===== config.mk =====
export PLATFORM = sky130hd
export DESIGN_NAME = shift_job_sequencer
export DESIGN_NICKNAME = d
export VERILOG_FILES = /design/src/rtl/shift_job_sequencer.sv
export SDC_FILE = /design/constraint.sdc
export NUM_CORES = 1
export LEC_CHECK = 0
export CAP_MARGIN = 20
export CORE_ASPECT_RATIO = 1.4
export CORE_MARGIN = 5
export CORE_UTILIZATION = 45
export CTS_BUF_LIST = sky130_fd_sc_hd__clkbuf_4 sky130_fd_sc_hd__clkbuf_8 sky130_fd_sc_hd__clkbuf_16
export CTS_CLUSTER_SIZE = 12
export DETAILED_ROUTE_END_ITERATION = 16
export GPL_ROUTABILITY_DRIVEN = 0
export GPL_TIMING_DRIVEN = 1
export PLACE_DENSITY_LB_ADDON = 0.05
export REMOVE_ABC_BUFFERS = 1
export SLEW_MARGIN = 20
export SYNTH_ARGS = -nofsm -noshare
export SYNTH_HDL_FRONTEND = slang
export SYNTH_SLANG_ARGS = --single-unit

===== constraint.sdc =====
create_clock -name clk -period 2.3 [get_ports clk]
set_input_delay 0.46 -clock clk [delete_from_list [all_inputs] [get_ports clk]]
set_output_delay 0.46 -clock clk [all_outputs]
set_load 0.005 [all_outputs]

===== src/rtl/shift_job_sequencer.sv =====
// rtl/shift_job_sequencer.sv - operand FIFO and start/done job sequencer for the shift engine
//
// Purpose:
//   Queues operand pairs in a small FIFO and issues them one at a time to
//   the shift engine (start pulse, operands held until done). Captures the
//   engine result into a valid/ready output register and raises a sticky
//   error if the engine never reports done.
//
// Ports:
//   clk                                  rising-edge clock
//   rst                                  asynchronous reset, active low
//   in_valid / in_ready / in_a / in_b    operand pair stream into the FIFO
//   eng_start / eng_a / eng_b            job issue towards the engine
//   eng_done / eng_result                engine completion pulse and result
//   out_valid / out_ready / out_result   held result towards downstream
//   busy                                 job active or FIFO non-empty
//   err                                  sticky watchdog flag
module shift_job_sequencer #(
  parameter int WIDTH   = 16,
  parameter int DEPTH   = 4,
  parameter int TIMEOUT = 255
) (
  input  logic               clk,
  input  logic               rst,
  input  logic               in_valid,
  output logic               in_ready,
  input  logic [WIDTH-1:0]   in_a,
  input  logic [WIDTH-1:0]   in_b,
  output logic               eng_start,
  output logic [WIDTH-1:0]   eng_a,
  output logic [WIDTH-1:0]   eng_b,
  input  logic               eng_done,
  input  logic [2*WIDTH-1:0] eng_result,
  output logic               out_valid,
  input  logic               out_ready,
  output logic [2*WIDTH-1:0] out_result,
  output logic               busy,
  output logic               err
);

  localparam int AW  = (DEPTH > 1) ? $clog2(DEPTH) : 1;
  localparam int CW  = $clog2(DEPTH + 1);
  localparam int WDW = $clog2(TIMEOUT + 1);

  localparam logic [CW-1:0]  FULL_COUNT = CW'(DEPTH);
  localparam logic [WDW-1:0] WD_MAX     = WDW'(TIMEOUT);
  // The counter holds k during the (k+1)-th WAIT cycle, so the edge that
  // ends the TIMEOUT-th WAIT cycle is the one seen while it holds TIMEOUT-1.
  localparam logic [WDW-1:0] WD_LAST    = WDW'(TIMEOUT - 1);

  typedef enum logic [1:0] {
    S_IDLE  = 2'd0,
    S_ISSUE = 2'd1,
    S_WAIT  = 2'd2
  } state_t;

  state_t r_state;
  state_t w_state_nxt;

  logic [WIDTH-1:0]   r_mem_a [DEPTH];
  logic [WIDTH-1:0]   r_mem_b [DEPTH];
  logic [AW-1:0]      r_wptr;
  logic [AW-1:0]      r_rptr;
  logic [CW-1:0]      r_count;
  logic [WDW-1:0]     r_wdog;
  logic [WIDTH-1:0]   r_eng_a;
  logic [WIDTH-1:0]   r_eng_b;
  logic               r_out_valid;
  logic [2*WIDTH-1:0] r_out_result;
  logic               r_err;

  logic w_empty;
  logic w_push;
  logic w_issue_ok;
  logic w_pop;
  logic w_capture;
  logic w_timeout;

  // in_ready comes from the registered count only, so a pop in a full
  // cycle does not open the input until the following cycle.
  assign in_ready   = (r_count != FULL_COUNT);
  assign w_empty    = (r_count == '0);
  assign w_push     = in_valid && in_ready;
  // Never start a job while an unconsumed result could be overwritten.
  assign w_issue_ok = !w_empty && (!r_out_valid || out_ready);
  assign w_pop      = (r_state == S_IDLE) && w_issue_ok;
  // Done outside WAIT is a stray pulse and is ignored.
  assign w_capture  = (r_state == S_WAIT) && eng_done;
  // A done on the final permitted WAIT cycle still wins over the watchdog.
  assign w_timeout  = (r_state == S_WAIT) && !eng_done && (r_wdog >= WD_LAST);

  assign eng_a      = r_eng_a;
  assign eng_b      = r_eng_b;
  assign out_valid  = r_out_valid;
  assign out_result = r_out_result;
  assign err        = r_err;

  always_ff @(posedge clk or negedge rst) begin
    if (!rst) begin
      r_state <= S_IDLE;
    end else begin
      r_state <= w_state_nxt;
    end
  end

  always_comb begin
    w_state_nxt = r_state;
    eng_start   = 1'b0;
    busy        = !w_empty;
    case (r_state)
      S_IDLE: begin
        if (w_issue_ok) begin
          w_state_nxt = S_ISSUE;
        end
      end
      S_ISSUE: begin
        eng_start   = 1'b1;
        busy        = 1'b1;
        w_state_nxt = S_WAIT;
      end
      S_WAIT: begin
        busy = 1'b1;
        if (eng_done || w_timeout) begin
          w_state_nxt = S_IDLE;
        end
      end
      default: begin
        w_state_nxt = S_IDLE;
      end
    endcase
  end

  // Storage needs no reset: the count alone decides which entries are live.
  always_ff @(posedge clk) begin
    if (w_push) begin
      r_mem_a[r_wptr] <= in_a;
      r_mem_b[r_wptr] <= in_b;
    end
  end

  always_ff @(posedge clk or negedge rst) begin
    if (!rst) begin
      r_wptr  <= '0;
      r_rptr  <= '0;
      r_count <= '0;
    end else begin
      if (w_push) begin
        r_wptr <= r_wptr + AW'(1);
      end
      if (w_pop) begin
        r_rptr <= r_rptr + AW'(1);
      end
      case ({w_push, w_pop})
        2'b10:   r_count <= r_count + CW'(1);
        2'b01:   r_count <= r_count - CW'(1);
        default: r_count <= r_count;
      endcase
    end
  end

  // Operands move only on the IDLE->ISSUE edge and then stay put for the
  // whole job, including the engine's own init cycle.
  always_ff @(posedge clk or negedge rst) begin
    if (!rst) begin
      r_eng_a <= '0;
      r_eng_b <= '0;
    end else if (w_pop) begin
      r_eng_a <= r_mem_a[r_rptr];
      r_eng_b <= r_mem_b[r_rptr];
    end
  end

  always_ff @(posedge clk or negedge rst) begin
    if (!rst) begin
      r_wdog <= '0;
      r_err  <= 1'b0;
    end else begin
      if (r_state == S_ISSUE) begin
        r_wdog <= '0;
      end else if (r_state == S_WAIT) begin
        if (eng_done) begin
          r_wdog <= '0;
        end else if (r_wdog != WD_MAX) begin
          r_wdog <= r_wdog + WDW'(1);
        end
      end
      if (w_timeout) begin
        r_err <= 1'b1;
      end
    end
  end

  always_ff @(posedge clk or negedge rst) begin
    if (!rst) begin
      r_out_valid  <= 1'b0;
      r_out_result <= '0;
    end else begin
      if (w_capture) begin
        r_out_valid  <= 1'b1;
        r_out_result <= eng_result;
      end else if (r_out_valid && out_ready) begin
        r_out_valid <= 1'b0;
      end
    end
  end

endmodule


=== After elaboration in Yosys (flattened, before gate mapping) ===
Memory sizes are Yosys's and may differ from the RTL's. A register that Yosys moved wholly into a read port is not among the register bits.
Cells that the tools add are included.
W data, S select, Z words.

* Logic and storage cells: 61
* Memories: 2
* Input port bits: 69
* RAM bits: 128
* Output and inout bits: 69
* Bits in registers: 51

{| class="wikitable"
|+ Memory list
! memory !! words !! width !! read ports !! clocked after Yosys merged registers in !! wr ports !! RTL line !! source
|-
| r_mem_a || 4 || 16 || 1 || 1 || 1 || 60 || <nowiki>logic [WIDTH-1:0] r_mem_a [DEPTH];</nowiki>
|-
| r_mem_b || 4 || 16 || 1 || 1 || 1 || 61 || <nowiki>logic [WIDTH-1:0] r_mem_b [DEPTH];</nowiki>
|}

* Multiplexer cells: 14
* Equality and inequality tests: 8
* Reduce and logical (&&, ||, !) cells: 23
* Order comparisons: 1
* Add/sub/neg operators: 5

{| class="wikitable"
|+ Operator list
! operator !! number
|-
| $mux W8 || 4
|-
| $add A8 B1 Y8 const B || 1
|-
| $ge A8 B8 Y1 const B || 1
|-
| $ne A8 B8 Y1 const B || 1
|-
| $logic_and A1 B1 Y1 || 7
|-
| $mux W1 || 6
|-
| $pmux W2 S3 || 1
|-
| $pmux W3 S2 || 1
|-
| $reduce_bool A2 Y1 || 3
|-
| $logic_not A1 Y1 || 5
|-
| $add A2 B1 Y2 const B || 2
|-
| $eq A2 B1 Y1 const B || 2
|-
| $eq A2 B2 Y1 const B || 2
|-
| $mux W2 || 2
|-
| $reduce_and A2 Y1 || 2
|-
| $add A3 B1 Y3 const B || 1
|-
| $logic_not A3 Y1 || 1
|-
| $ne A3 B3 Y1 const B || 1
|-
| $reduce_bool A3 Y1 || 1
|-
| $sub A3 B1 Y3 const B || 1
|-
| $logic_not A2 Y1 || 1
|-
| $logic_or A1 B1 Y1 || 2
|-
| $ne A2 B1 Y1 const B || 1
|-
| $ne A2 B2 Y1 const B || 1
|-
| $reduce_or A2 Y1 || 1
|}

=== Logic depth before layout (Yosys ltp) ===
* Depth after elaboration: 6
* Mapped depth: 11
* Gate-level depth less buffers: 10

=== Worst setup path after synthesis ===
Ideal clock, no wire load.

* Path kind: register to register
* Start: register r_state[0]
* End: register r_count[2]
* Data arrival time: 2.220 ns
* Period minus slack after synthesis: 2.299 ns
* Path slack: 0.001 ns
* Setup time: 0.079 ns
* Path buffers: 1
* Data required time: 2.221 ns
* Cell stages (with the launch flop): 12
* Path through: dfrtp_1 -> inv_1 -> ha_1 -> inv_1 -> nor3_4 -> buf_6 -> ha_1 -> inv_1 -> fa_1 -> xor2_1 -> nor2_1 -> xor2_1

* Word-level cells in the longest chain between the ends: 4
* Elaborated cells between the ends (all ways): 6
* Classes of those cells: eq/ne: 2; mux: 1; reduce/logical: 3

{| class="wikitable"
|+ RTL lines
! what !! RTL line !! source
|-
| from (decl) || 57 || <nowiki>state_t r_state;</nowiki>
|-
| from (signal assigned) || 102 || <nowiki>r_state <= w_state_nxt;</nowiki>
|-
| $logic_not A2 Y1 * || 86 || <nowiki>assign w_pop = (r_state == S_IDLE) && w_issue_ok;</nowiki>
|-
| $logic_and A1 B1 Y1 * || 86 ||
|-
| net w_pop || 75 || <nowiki>logic w_pop;</nowiki>
|-
| $eq A2 B1 Y1 / $eq A2 B2 Y1 (equally long branches) || 153 || <nowiki>case ({w_push, w_pop})</nowiki>
|-
| $pmux W3 S2 / $reduce_bool A2 Y1 (equally long branches) || n/a ||
|-
| to (signal assigned) || 154 || <nowiki>2'b10: r_count <= r_count + CW'(1);</nowiki>
|-
| to (signal assigned) || 155 || <nowiki>2'b01: r_count <= r_count - CW'(1);</nowiki>
|-
| to (signal assigned) || 156 || <nowiki>default: r_count <= r_count;</nowiki>
|-
| to (decl) || 64 || <nowiki>logic [CW-1:0] r_count;</nowiki>
|}

Mark *: on every way through the listed nets, which the timed path passes. The rest lies on a longest branch.
A chain may end at the register's enable or synchronous reset.

=== Worst setup path after layout ===
* Start: register r_state[1]
* End: output port eng_start

* Word-level cells in the longest chain between the ends: 2

{| class="wikitable"
|+ RTL lines
! what !! RTL line !! source
|-
| $eq A2 B1 Y1 || 110 || <nowiki>case (r_state)</nowiki>
|-
| $mux W1 || 110 ||
|-
| to (decl) || 29 || <nowiki>output logic eng_start,</nowiki>
|}

No other way between the ends.

==> flow_metrics.py <==
metrics = {
    "status": {
        "status": "finished clean",
    },
    "placed_design": {
        "pre_cts_ws_ns": -0.0518,
        "dp_hpwl_um": 10500,
        "placed_area_um2": 10000,
        "io_buffers": 137,
    },
    "timing": {
        "finalClockSkew_ns": 0.0205,
        "rsz0062_at_grt": "false",
        "hold_slack_ns": 0.435,
        "final_max_slew_viol_count": 0,
        "setup_ws_ns": 0.0922,
        "maxSlewHeadroom_pct": 70.8,
        "tightestPinTransition_ns": 0.436,
        "finalHoldViolations": 0,
        "timing.final.crit_share_pct": 96.0,
        "setup_viol": 0,
        "min_period_ns": 2.21,
        "max_freq_ghz": 0.453,
    },
    "synth": {
        "synth_top_area_share_pct": 46.6,
        "syn_avg_cell_area_um2": 19.9,
        "ys_seq_area_share_pct": 71.8,
        "netlist_top_cells_count": "edfxtp_1, dfrtp_1, mux2_2",
        "yosysMostFrequentCell": "edfxtp_1",
        "synthFlopType": "edfxtp_1",
        "synth_edf_count": 128,
        "syn_area_um2": 8240,
        "async_reset_ff_share_pct": 39.3,
        "synthDistinctLibCells": 36,
        "synth.area.top_cells": "edfxtp_1, dfrtp_1, mux4_2",
        "netlist_instances": 414,
        "yosysWarnings": 0,
        "synth_area_leader_cell": "edfxtp_1",
        "ys_ff_latch": 211,
    },
    "floorplanning": {
        "io_pins": 138,
        "core_um2": 18000,
        "fp.dieH_um": 170,
        "core.rowCount": 58,
        "start_util_pct": 45.8,
        "dieArea_um2": 21200,
        "die_x_um": 124,
    },
    "final_layout": {
        "seq_area_um2": 5920,
        "nNetsFinal": 657,
        "fillers": 1382,
        "utilization_pct": 59.7,
        "multiInputGateArea_um2": 2140,
        "syn_to_final_growth_pct": 30.3,
        "n_antenna_cell": 0,
        "fin_area_um2": 10700,
        "drive_gt1_share_pct": 26.8,
    },
    "worst_setup_path": {
        "r2r_start": "r_count[0]",
        "required_ns": 1.84,
        "cp_data_arrival_time_ns": 1.75,
        "path_max_fanout": 6,
        "r2r-end": "r_count[2]",
        "critPathKind": "register to output port",
        "rrSetupSlack_ns": 0.24,
        "rr_worst_depth": 10,
        "worst_setup_path_end_kind": "output port",
        "critPathLaunchType": "register",
    },
    "grt": {
        "grt_pass1_wl_um": 26900,
        "grt_pass1_vias": 4879,
        "antenna_found_initial": 0,
        "grt.total_usage_pct": 15.9,
        "grt_max_degree": 36,
        "grt_remaining_overflow": 0,
    },
    "flow_run": {
        "maxCapViolations": 0,
    },
    "drt": {
        "wl_um": 16400,
        "ant_nets": 0,
        "drtPass1Iterations": 4,
        "detail_route.iter0.violations": 236,
        "viasPerCell": 5.11,
        "num_vias": 4259,
        "drc": 0,
        "wl_per_cell_um": 19.7,
    },
    "clocking": {
        "cts_root_buf": "clkbuf_16",
        "clock-sinks": 211,
        "cts.path.max_buffers": 3,
        "cts_tree": "done",
        "clock_latency_ns": 0.51,
        "postCtsSetupRepairBufs": 0,
        "cts_buffers": 22,
        "htreeDepth": 1,
        "clk_pin_slew_ns": 0.06,
    },
    "power_and_ir_drop": {
        "peakVddDrop_uv": 787,
        "finalPower_w": 0.0144,
        "pwr_density_cell_nw_per_um2": 1340,
        "power_leakage_nw": 4.05,
    },
    "min_path": {
        "min_path_type": "input pin to async pin",
    },
}
[routing by layer]
layer	global-route usage [%]	share of wire, %	up-vias
li1	-	-	1932
met1	19.3	41	2173
met2	28.4	52	133
met3	3.89	5.6	21
met4	4.29	1.7	0
met5	0	0	-
[worst max-delay path: stages (launching register included)]
cell and delay [ns]:
dfrtp_1 0.38, inv_1 0.10, ha_2 0.24, clkdlybuf4s50_1 0.54
[sequential cells by signal, summed over array words and instances (netlist names)]
| register | flops |
|---|---|
| r_mem_a | 64 |
| r_state | 2 |
| out_result | 32 |
| eng_a | 16 |
| r_wdog | 8 |
| r_mem_b | 64 |
| r_count | 3 |
| r_wptr | 2 |
| eng_b | 16 |
| r_rptr | 2 |
| err | 1 |
| out_valid | 1 |
[where the power goes]
part	internal, W	switching [W]	leakage, nW
Sequential	0.00525	0.000572	2.17
Clock	0.00210	0.00137	0.365
Combinational	0.00320	0.00195	1.51
[placed cells by master (no fill, tap or decap), types with 9 or more instances in the layout]
cell and count:
a21oi_1 11, buf_12 9, clkbuf_16 22, clkbuf_4 14, clkdlybuf4s50_1 135, dfrtp_1 81, edfxtp_1 128, ha_1 9
inv_1 12, mux2_2 37, mux2_4 28, mux4_2 28
[what timing repair did]
| item | 4_1_cts | 5_1_grt |
|---|---|---|
| setup endpoints to repair | 1 | 1 |
| hold endpoints to repair | 27 | 0 |
| resized for setup | 1 | 1 |
| hold buffers | 1 | 0 |
[metrics by stage]
| step | instances | setup TNS, ns |
|---|---|---|
| floorplan | 399 | -6.53 |
| global placement | 792 | -0.0303 |
| detailed placement | 792 | -0.0518 |
| CTS | 833 | 0 |
| global route | 833 | 0 |
| finish | 833 | 0 |
[area by class of cell]
type,count,share of cell area [%]
timing repair buffer,154,15.0
clock inverter,3,0.466
inverter,12,0.419
tap,240,2.80
multi-input combinational,176,19.9
clock buffer,37,6.23
sequential,211,55.1
[cell families (layout without fill, tap and decap cells)]
group | count (synthesis) | after routing | synth area share [%]
DFF | 211 | 211 | 71.8
AOI/OAI and AO/OA | 30 | 30 | 2.31
adders and majority gates | 11 | 11 | 1.76
muxes | 97 | 97 | 19.1
and+or+nand+nor | 32 | 32 | 2.11
buffers and inverters | 27 | 206 | 2.28
xor gates and xnor gates | 6 | 6 | 0.638
[worst max-delay path by stage]
stage | from | to | slack [ns]
global placement | out_ready | r_count[2] | -0.03
global route | r_state[1] | eng_start | 0.01
CTS | r_state[1] | eng_start | 0.01
finish | r_state[1] | eng_start | 0.09
detailed placement | out_ready | r_count[2] | -0.05
floorplan | r_state[0] | r_count[2] | -0.91
(Power assumes the default switching activity.)
